File: src/rtl/wb_s16_sram_ctrl_if.sv
// wb_s16_sram_ctrl_if: 16-bit Wishbone classic bus between the bridge master and the SRAM controller
interface wb_s16_sram_ctrl_if #(
  parameter int ADDRESS_WIDTH = 32
);
  logic                     wb_s_cyc_i;
  logic                     wb_s_stb_i;
  logic                     wb_s_we_i;
  logic [ADDRESS_WIDTH-1:0] wb_s_adr_i;
  logic [1:0]               wb_s_sel_i;
  logic [15:0]              wb_s_dat_i;
  logic [15:0]              wb_s_dat_o;
  logic                     wb_s_ack_o;
  logic                     wb_s_err_o;
  logic                     wb_s_rty_o;
  modport slave (
    input  wb_s_cyc_i, wb_s_stb_i, wb_s_we_i, wb_s_adr_i, wb_s_sel_i, wb_s_dat_i,
    output wb_s_dat_o, wb_s_ack_o, wb_s_err_o, wb_s_rty_o
  );
  modport master (
    output wb_s_cyc_i, wb_s_stb_i, wb_s_we_i, wb_s_adr_i, wb_s_sel_i, wb_s_dat_i,
    input  wb_s_dat_o, wb_s_ack_o, wb_s_err_o, wb_s_rty_o
  );
endinterface

File: src/rtl/wb_s16_sram_ctrl.sv
// wb_s16_sram_ctrl: Wishbone classic 16-bit slave driving an async 16-bit SRAM with programmable wait states
module wb_s16_sram_ctrl #(
  parameter int ADDRESS_WIDTH = 32,
  parameter int SRAM_AW       = 18,
  parameter int WAIT_STATES   = 2
) (
  input  logic               clk,
  input  logic               reset,
  wb_s16_sram_ctrl_if.slave  wb,
  output logic [SRAM_AW-1:0] sram_addr_o,
  output logic [15:0]        sram_dq_o,
  output logic               sram_dq_oe_o,
  input  logic [15:0]        sram_dq_i,
  output logic               sram_ce_n_o,
  output logic               sram_oe_n_o,
  output logic               sram_we_n_o,
  output logic               sram_lb_n_o,
  output logic               sram_ub_n_o
);
  typedef enum logic [1:0] {IDLE, ACCESS, HOLD, ERR} state_t;
  state_t state, state_nx;
  logic [3:0] cnt, cnt_nx;
  logic we_r, we_nx, ack_nx, err_nx, dq_oe_nx, ce_n_nx, oe_n_nx, we_n_nx, lb_n_nx, ub_n_nx;
  logic [15:0] dat_nx, dq_nx;
  logic [SRAM_AW-1:0] addr_nx;
  logic req, in_range;
  assign req = wb.wb_s_cyc_i && wb.wb_s_stb_i;
  assign in_range = wb.wb_s_adr_i[ADDRESS_WIDTH-1:SRAM_AW+1] == '0;
  assign wb.wb_s_rty_o = 1'b0;
  // Every output is a register loaded with its value for the state being entered.
  always_comb begin
    state_nx = state;
    cnt_nx   = cnt;
    we_nx    = we_r;
    ack_nx   = 1'b0;
    err_nx   = 1'b0;
    dat_nx   = wb.wb_s_dat_o;
    addr_nx  = sram_addr_o;
    dq_nx    = sram_dq_o;
    dq_oe_nx = sram_dq_oe_o;
    ce_n_nx  = sram_ce_n_o;
    oe_n_nx  = 1'b1;
    we_n_nx  = 1'b1;
    lb_n_nx  = sram_lb_n_o;
    ub_n_nx  = sram_ub_n_o;
    case (state)
      IDLE: if (req && !in_range) begin
        state_nx = ERR;
        err_nx   = 1'b1;
      end else if (req) begin
        state_nx = ACCESS;
        cnt_nx   = 4'(WAIT_STATES);
        we_nx    = wb.wb_s_we_i;
        addr_nx  = wb.wb_s_adr_i[SRAM_AW:1];
        dq_nx    = wb.wb_s_we_i ? wb.wb_s_dat_i : sram_dq_o;
        dq_oe_nx = wb.wb_s_we_i;
        ce_n_nx  = 1'b0;
        oe_n_nx  = wb.wb_s_we_i;
        we_n_nx  = !wb.wb_s_we_i;
        lb_n_nx  = !wb.wb_s_sel_i[0];
        ub_n_nx  = !wb.wb_s_sel_i[1];
      end
      ACCESS: if (!wb.wb_s_cyc_i) begin
        state_nx = IDLE;
        ce_n_nx  = 1'b1;
        dq_oe_nx = 1'b0;
        lb_n_nx  = 1'b1;
        ub_n_nx  = 1'b1;
      end else if (cnt == 4'd0) begin
        state_nx = HOLD;
        ack_nx   = 1'b1;
        dat_nx   = we_r ? wb.wb_s_dat_o : sram_dq_i;
      end else begin
        cnt_nx  = cnt - 4'd1;
        oe_n_nx = we_r;
        we_n_nx = !we_r;
      end
      HOLD: begin
        state_nx = IDLE;
        ce_n_nx  = 1'b1;
        dq_oe_nx = 1'b0;
        lb_n_nx  = 1'b1;
        ub_n_nx  = 1'b1;
      end
      ERR: state_nx = IDLE;
    endcase
  end
  always_ff @(posedge clk) begin
    if (!reset) begin
      state          <= IDLE;
      cnt            <= '0;
      we_r           <= 1'b0;
      wb.wb_s_ack_o  <= 1'b0;
      wb.wb_s_err_o  <= 1'b0;
      wb.wb_s_dat_o  <= '0;
      sram_addr_o    <= '0;
      sram_dq_o      <= '0;
      sram_dq_oe_o   <= 1'b0;
      sram_ce_n_o    <= 1'b1;
      sram_oe_n_o    <= 1'b1;
      sram_we_n_o    <= 1'b1;
      sram_lb_n_o    <= 1'b1;
      sram_ub_n_o    <= 1'b1;
    end else begin
      state          <= state_nx;
      cnt            <= cnt_nx;
      we_r           <= we_nx;
      wb.wb_s_ack_o  <= ack_nx;
      wb.wb_s_err_o  <= err_nx;
      wb.wb_s_dat_o  <= dat_nx;
      sram_addr_o    <= addr_nx;
      sram_dq_o      <= dq_nx;
      sram_dq_oe_o   <= dq_oe_nx;
      sram_ce_n_o    <= ce_n_nx;
      sram_oe_n_o    <= oe_n_nx;
      sram_we_n_o    <= we_n_nx;
      sram_lb_n_o    <= lb_n_nx;
      sram_ub_n_o    <= ub_n_nx;
    end
  end
endmodule
File: src/flat_wrapper.sv
// flat-port wrapper written by rule: the top's interface ports become plain ports
module wb_s16_sram_ctrl_flat 
#(
  parameter int ADDRESS_WIDTH = 32,
  parameter int SRAM_AW       = 18,
  parameter int WAIT_STATES   = 2
)
  (clk, reset, sram_addr_o, sram_dq_o, sram_dq_oe_o, sram_dq_i, sram_ce_n_o, sram_oe_n_o, sram_we_n_o, sram_lb_n_o, sram_ub_n_o, wb_wb_s_cyc_i, wb_wb_s_stb_i, wb_wb_s_we_i, wb_wb_s_adr_i, wb_wb_s_sel_i, wb_wb_s_dat_i, wb_wb_s_dat_o, wb_wb_s_ack_o, wb_wb_s_err_o, wb_wb_s_rty_o);
  wb_s16_sram_ctrl_if #(.ADDRESS_WIDTH(ADDRESS_WIDTH)) wb_i ();
  input  logic clk;
  input  logic reset;
  output logic [SRAM_AW-1:0] sram_addr_o;
  output logic [15:0] sram_dq_o;
  output logic sram_dq_oe_o;
  input  logic [15:0] sram_dq_i;
  output logic sram_ce_n_o;
  output logic sram_oe_n_o;
  output logic sram_we_n_o;
  output logic sram_lb_n_o;
  output logic sram_ub_n_o;
  input wire logic [$bits(wb_i.wb_s_cyc_i)-1:0] wb_wb_s_cyc_i;
  input wire logic [$bits(wb_i.wb_s_stb_i)-1:0] wb_wb_s_stb_i;
  input wire logic [$bits(wb_i.wb_s_we_i)-1:0] wb_wb_s_we_i;
  input wire logic [$bits(wb_i.wb_s_adr_i)-1:0] wb_wb_s_adr_i;
  input wire logic [$bits(wb_i.wb_s_sel_i)-1:0] wb_wb_s_sel_i;
  input wire logic [$bits(wb_i.wb_s_dat_i)-1:0] wb_wb_s_dat_i;
  output wire logic [$bits(wb_i.wb_s_dat_o)-1:0] wb_wb_s_dat_o;
  output wire logic [$bits(wb_i.wb_s_ack_o)-1:0] wb_wb_s_ack_o;
  output wire logic [$bits(wb_i.wb_s_err_o)-1:0] wb_wb_s_err_o;
  output wire logic [$bits(wb_i.wb_s_rty_o)-1:0] wb_wb_s_rty_o;
  assign wb_i.wb_s_cyc_i = wb_wb_s_cyc_i;
  assign wb_i.wb_s_stb_i = wb_wb_s_stb_i;
  assign wb_i.wb_s_we_i = wb_wb_s_we_i;
  assign wb_i.wb_s_adr_i = wb_wb_s_adr_i;
  assign wb_i.wb_s_sel_i = wb_wb_s_sel_i;
  assign wb_i.wb_s_dat_i = wb_wb_s_dat_i;
  assign wb_wb_s_dat_o = wb_i.wb_s_dat_o;
  assign wb_wb_s_ack_o = wb_i.wb_s_ack_o;
  assign wb_wb_s_err_o = wb_i.wb_s_err_o;
  assign wb_wb_s_rty_o = wb_i.wb_s_rty_o;
  wb_s16_sram_ctrl #(.ADDRESS_WIDTH(ADDRESS_WIDTH), .SRAM_AW(SRAM_AW), .WAIT_STATES(WAIT_STATES)) u_core (.clk(clk), .reset(reset), .wb(wb_i), .sram_addr_o(sram_addr_o), .sram_dq_o(sram_dq_o), .sram_dq_oe_o(sram_dq_oe_o), .sram_dq_i(sram_dq_i), .sram_ce_n_o(sram_ce_n_o), .sram_oe_n_o(sram_oe_n_o), .sram_we_n_o(sram_we_n_o), .sram_lb_n_o(sram_lb_n_o), .sram_ub_n_o(sram_ub_n_o));
endmodule
File: config.mk
export PLATFORM = sky130hd
export DESIGN_NAME = wb_s16_sram_ctrl_flat
export DESIGN_NICKNAME = d
export VERILOG_FILES = /design/src/rtl/wb_s16_sram_ctrl_if.sv /design/src/rtl/wb_s16_sram_ctrl.sv /design/src/flat_wrapper.sv
export SDC_FILE = /design/constraint.sdc
export NUM_CORES = 1
export LEC_CHECK = 0
export CORE_ASPECT_RATIO = 1.25
export CORE_MARGIN = 8
export CORE_UTILIZATION = 25
export DETAILED_ROUTE_END_ITERATION = 7
export DONT_BUFFER_PORTS = 1
export GPL_TIMING_DRIVEN = 0
export PLACE_DENSITY = 0.49
export SLEW_MARGIN = 20
export SYNTH_ARGS = -nofsm -noshare
export SYNTH_HDL_FRONTEND = slang
export SYNTH_SLANG_ARGS = --single-unit
File: constraint.sdc
create_clock -name clk -period 2.15 [get_ports clk]
set_input_delay 0.215 -clock clk [delete_from_list [all_inputs] [get_ports clk]]
set_output_delay 0.215 -clock clk [all_outputs]
set_load 0.005 [all_outputs]
Yosys cells after proc, flatten, opt, wreduce, memory -nomap -nowiden
Cells that the tools add are included.
{"block": "op_classes", "addsub": 1, "bitwise": 2, "n_mux": 36, "n_reduce_logical": 21, "eq_ne": 10}
{"operator": "1-bit two-way mux", "n": 20}
{"operator": "4-bit two-way mux", "n": 4}
{"operator": "13-bit zero test", "n": 1}
{"operator": "1-bit case mux with 3 select lines", "n": 4}
{"operator": "4-bit AND reduction", "n": 3}
{"operator": "2-bit two-way mux", "n": 4}
{"operator": "2-bit != test, second input constant", "n": 4}
{"operator": "4-bit case mux with 2 select lines", "n": 1}
{"operator": "2-bit case mux with 3 select lines", "n": 1}
{"operator": "3-bit AND reduction", "n": 2}
{"operator": "1-bit zero test", "n": 5}
{"operator": "5-bit AND reduction", "n": 1}
{"operator": "2-bit == test, second input constant", "n": 2}
{"operator": "4-bit zero test", "n": 1}
{"operator": "1-bit case mux with 2 select lines", "n": 2}
{"operator": "2-bit AND reduction", "n": 2}
{"operator": "4-bit by 1-bit subtractor with 4-bit output, second input constant", "n": 1}
{"operator": "3-bit by 1-bit != test with 1-bit output, second input constant", "n": 1}
{"operator": "3-bit by 2-bit != test with 1-bit output, second input constant", "n": 1}
{"operator": "3-bit nonzero test", "n": 1}
{"operator": "2-bit by 1-bit == test with 1-bit output, second input constant", "n": 1}
{"operator": "1-bit logical AND", "n": 2}
{"operator": "2-bit zero test", "n": 1}
{"operator": "2-bit by 1-bit != test with 1-bit output, second input constant", "n": 1}
{"operator": "other kinds (3)", "n": 4}
{"block": "word_totals", "word_cells": 84, "output_inout_bits": 59, "inputBits": 71, "ff_bits": 65}

Longest topological paths before layout
{"block": "depth", "ltp_word": 5, "mapped_depth": 9, "ltp_nobuf": 6}

Least setup slack after synthesis
Ideal clock, no wire load.
{"block": "synth_timing", "path_type": "register -> register", "startpoint": "reg u_core.cnt[0]", "endpoint": "reg u_core.wb.wb_s_dat_o[10]", "t_arrival_ns": 1.749, "synth_period_minus_slack_ns": 1.877, "path_stages_with_launch": 8, "setup_slack_ns": 0.273, "path_cell_list": "dfxtp_1 -> inv_1 -> ha_1 -> or3b_4 -> nor3_4 -> buf_12 -> mux2i_1 -> nor2_1"}
{"block": "synth_between", "elab_chain_cells": 2}
{"item": "from (decl)", "line": "wb_s16_sram_ctrl.sv:22", "text": "logic [3:0] cnt, cnt_nx;"}
{"item": "from (signal assigned)", "line": "wb_s16_sram_ctrl.sv:106", "text": "cnt <= cnt_nx;"}
{"item": "4-bit zero test", "line": "wb_s16_sram_ctrl.sv:69", "text": "end else if (cnt == 4'd0) begin"}
{"item": "4-bit AND reduction (no line)"}
{"item": "to (signal assigned)", "line": "wb_s16_sram_ctrl.sv:110", "text": "wb.wb_s_dat_o <= dat_nx;"}
{"item": "to (decl)", "line": "wb_s16_sram_ctrl_if.sv:17", "text": "output wb_s_dat_o, wb_s_ack_o, wb_s_err_o, wb_s_rty_o"}
No other way between the ends.
A chain may end at the register's enable or synchronous reset.

Worst setup path in the final report
{"block": "layout_timing", "startpoint": "reg u_core.cnt[0]", "endpoint": "reg u_core.state[0]"}
{"block": "layout_between", "elab_chain_cells": 3}
{"item": "4-bit zero test", "line": "wb_s16_sram_ctrl.sv:69"}
{"item": "3-bit by 2-bit != test with 1-bit output (no line)"}
{"item": "2-bit AND reduction (no line)"}
{"item": "to (signal assigned)", "line": "wb_s16_sram_ctrl.sv:105", "text": "state <= state_nx;"}
{"item": "to (decl)", "line": "wb_s16_sram_ctrl.sv:21", "text": "state_t state, state_nx;"}
No other way between the ends.

==> impl_metrics.yaml <==
outcome:
  status: "finished, final reports clean"
setup_path:
  worstPathMaxFanout: 6
  worst_path_largest_cell_delay_ns: 0.61
  path_class: "register to register"
  required_ns: 2.35
  path_cells: "inv_1, ha_1, nor3b_1, a2bb2oi_1, mux2i_1, nor2_1"
  worstPathArrival_ns: 2.12
  path_buf_inv: 1
  r2r_cells: 6
  critical_path.top_delay_family: "simple AND/OR/NAND/NOR gates"
  cp-end-kind: "register"
  slowest_stage: "nor3b_1"
  critPathLaunchType: "register"
  cp_num_cells: 6
logic_synthesis:
  yosysWarnings: 0
  synth_area_per_cell_um2: 8.95
  synth_top_area_share_pct: 45.9
  synth-seq-cells: 65
  ys_seq_area_share_pct: 45.9
  synthCells: 317
  ys_async_sr_fraction_pct: 0
  synthSimpleGateAreaFrac_pct: 18.4
  yosysMostFrequentCell: "dfxtp_1"
  synth_adder_area_share_pct: 2.65
  synth_compound_area_share_pct: 14.8
  synth_top_family_by_area: "simple AND/OR/NAND/NOR gates"
  synth.top_cells.by_area: "dfxtp_1 46%, mux2i_1 12%, a21oi_1 4.8%"
  synth.cell_area_mm2: 0.00284
  synthXorXnorAreaFrac_pct: 0
  synth_mux_area_share_pct: 12.0
  ys.flop_type: "dfxtp_1"
  synth.distinct_cells: 46
  synth_commonest_cells: "65 x dfxtp_1, 36 x nand2_1, 33 x mux2i_1, 27 x a21oi_1, 24 x nand3_1"
  synth_top_cell_by_area: "dfxtp_1"
  syn_nets: 394
  synth_edf_count: 0
route:
  viasPerCell: 5.00
  first_pass_iters: 4
  drt-total-wl_mm: 8.65
  drt-initial-drc-count: 145
  route.detailed.drc: 0
  post_drt_wl_per_cell_um: 18.4
  vias: 2349
  antenna_left: 0
global_routing:
  overflow: 0
  groute.usage.overall_pct: 11.3
  grt_max_degree: 11
  antenna_found_initial: 0
  grt_pass1_vias: 2443
  grt_pass1_wl_mm: 13.4
timing:
  slew_headroom_pct: 52.0
  finClkSkew_ns: 0.00884
  finalSetupViolCount: 0
  finalHoldViolCount: 0
  hold_slack_ns: 0.0230
  layout_setup_ws_ns: 0.231
  worstMarginPinSlew_ns: 0.719
  min_period_ns: 1.92
  rsz0062_at_grt: "false"
  period_share_pct: 89.3
  fin_tns_setup_ns: 0
  slew_violations: 0
  max_freq_mhz: 521
finish:
  multi_input_area_mm2: 0.00137
  syn_to_final_growth_pct: 17.7
  antenna_cells: 0
  nets: 407
  register_area_mm2: 0.00130
  design_area_mm2: 0.00334
  fillCellCount: 1200
  drive_gt1_share_pct: 9.25
hold_path:
  min_path_cells: 2
  hold_path.class: "input pin to register"
clocking:
  clkTransAtPathRegs_ns: 0.06
  htreeDepth: 3
  postCtsHoldBufs: 0
  cts-buffers-inserted: 9
  cts.sinks: 65
  clk_latency_ns: 0.32
  root_buffer: "clkbuf_16"
  cts_buffer_depth: 2
  cts_tree: "built"
die:
  dieArea_mm2: 0.0150
  die_w_um: 111
  core_area_mm2: 0.0111
  pin_count: 130
  die_y_um: 135
  start_util_pct: 25.6
  row_count: 43
placed_design:
  gp_congestion: 0.781
  detailed_place.area_mm2: 0.00301
  pre_cts_ws_ns: -0.143
  port_buffers: 0
  dp_hpwl_mm: 6.59
flow_run:
  cap_viol_max_count: 0
pwr:
  fin_total_pwr_mw: 3.70
  cellLeakagePower_nw: 1.28
  ir_worst_vdd_mv: 0.375
  power.density_mw_per_mm2: 1110
## sequential cells by signal, summed over array words and instances, names as in the netlist, 2 cells and up
name                  flops
u_core.cnt                4
u_core.state              2
u_core.wb.wb_s_dat_o     16
u_core.sram_addr_o       18
u_core.sram_dq_o         16
## cells by family after synthesis
family | Yosys count
AO/OA/AOI/OAI | 71
other | 1
multiplexers | 34
AND/OR/NAND/NOR | 106
flip-flops | 65
buffers and inverters | 34
adder cells (fa/ha/maj) | 6
## worst paths after layout
check | startpoint | endpoint | slack [ns]
setup / recovery | u_core.cnt[0] | u_core.state[0] | 0.23
hold / removal | wb_wb_s_dat_i[12] | u_core.sram_dq_o[12] | 0.02
setup reg to reg | u_core.cnt[0] | u_core.state[0] | 0.23
hold reg to reg | u_core.sram_dq_o[2] | u_core.sram_dq_o[2] | 0.48
## stage by stage
stage	cells	util [%]
global placement	452	27.1
floorplan	317	-
detailed placement	452	27.1
finish	470	30.1
global route	470	30.1
CTS	469	30.0
## routing by layer
layer  wire [um]  track usage [%]  vias to the layer above
met5           0                0                        -
met4         218             6.38                        0
met3         822             5.28                       12
met2        4230             18.1                       96
met1        3380             11.9                     1088
li1            -                -                     1153
## repair_timing
action,in CTS,in global routing
pin swaps,1,1
buffers inserted,1,2
setup endpoints to repair,20,25
gates resized for setup,1,0
## cells in the final DEF (no fill, tap or decap), types with 4 or more instances in the layout
master,netlist,layout
inv_1,10,10
nor3_1,4,4
a21oi_1,27,27
buf_2,4,4
clkbuf_1,14,15
ha_1,6,6
nand2_1,36,36
dfxtp_1,65,65
o211ai_1,4,4
clkbuf_16,0,9
o21ai_0,23,23
nand3_1,24,24
mux2i_1,33,33
nor2_1,21,21
buf_4,2,5
## area by class of cell
cell class,count,share of cell area (%)
Timing Repair Buffer,3,0.675
Sequential cell,65,39.0
Clock inverter,2,1.05
Inverter,11,1.24
Multi-Input combinational cell,218,41.0
Clock buffer,14,8.21
Tap cell,135,5.06
Buffer,22,3.79
## where the power goes
part | internal, mW | leakage, nW | switching, mW
registers | 1.32 | 0.526 | 0.0932
logic | 0.319 | 0.600 | 0.470
clock network | 0.991 | 0.153 | 0.504
total | 2.63 | 1.28 | 1.07
No activity file was read; power rests on OpenSTA's default activity.
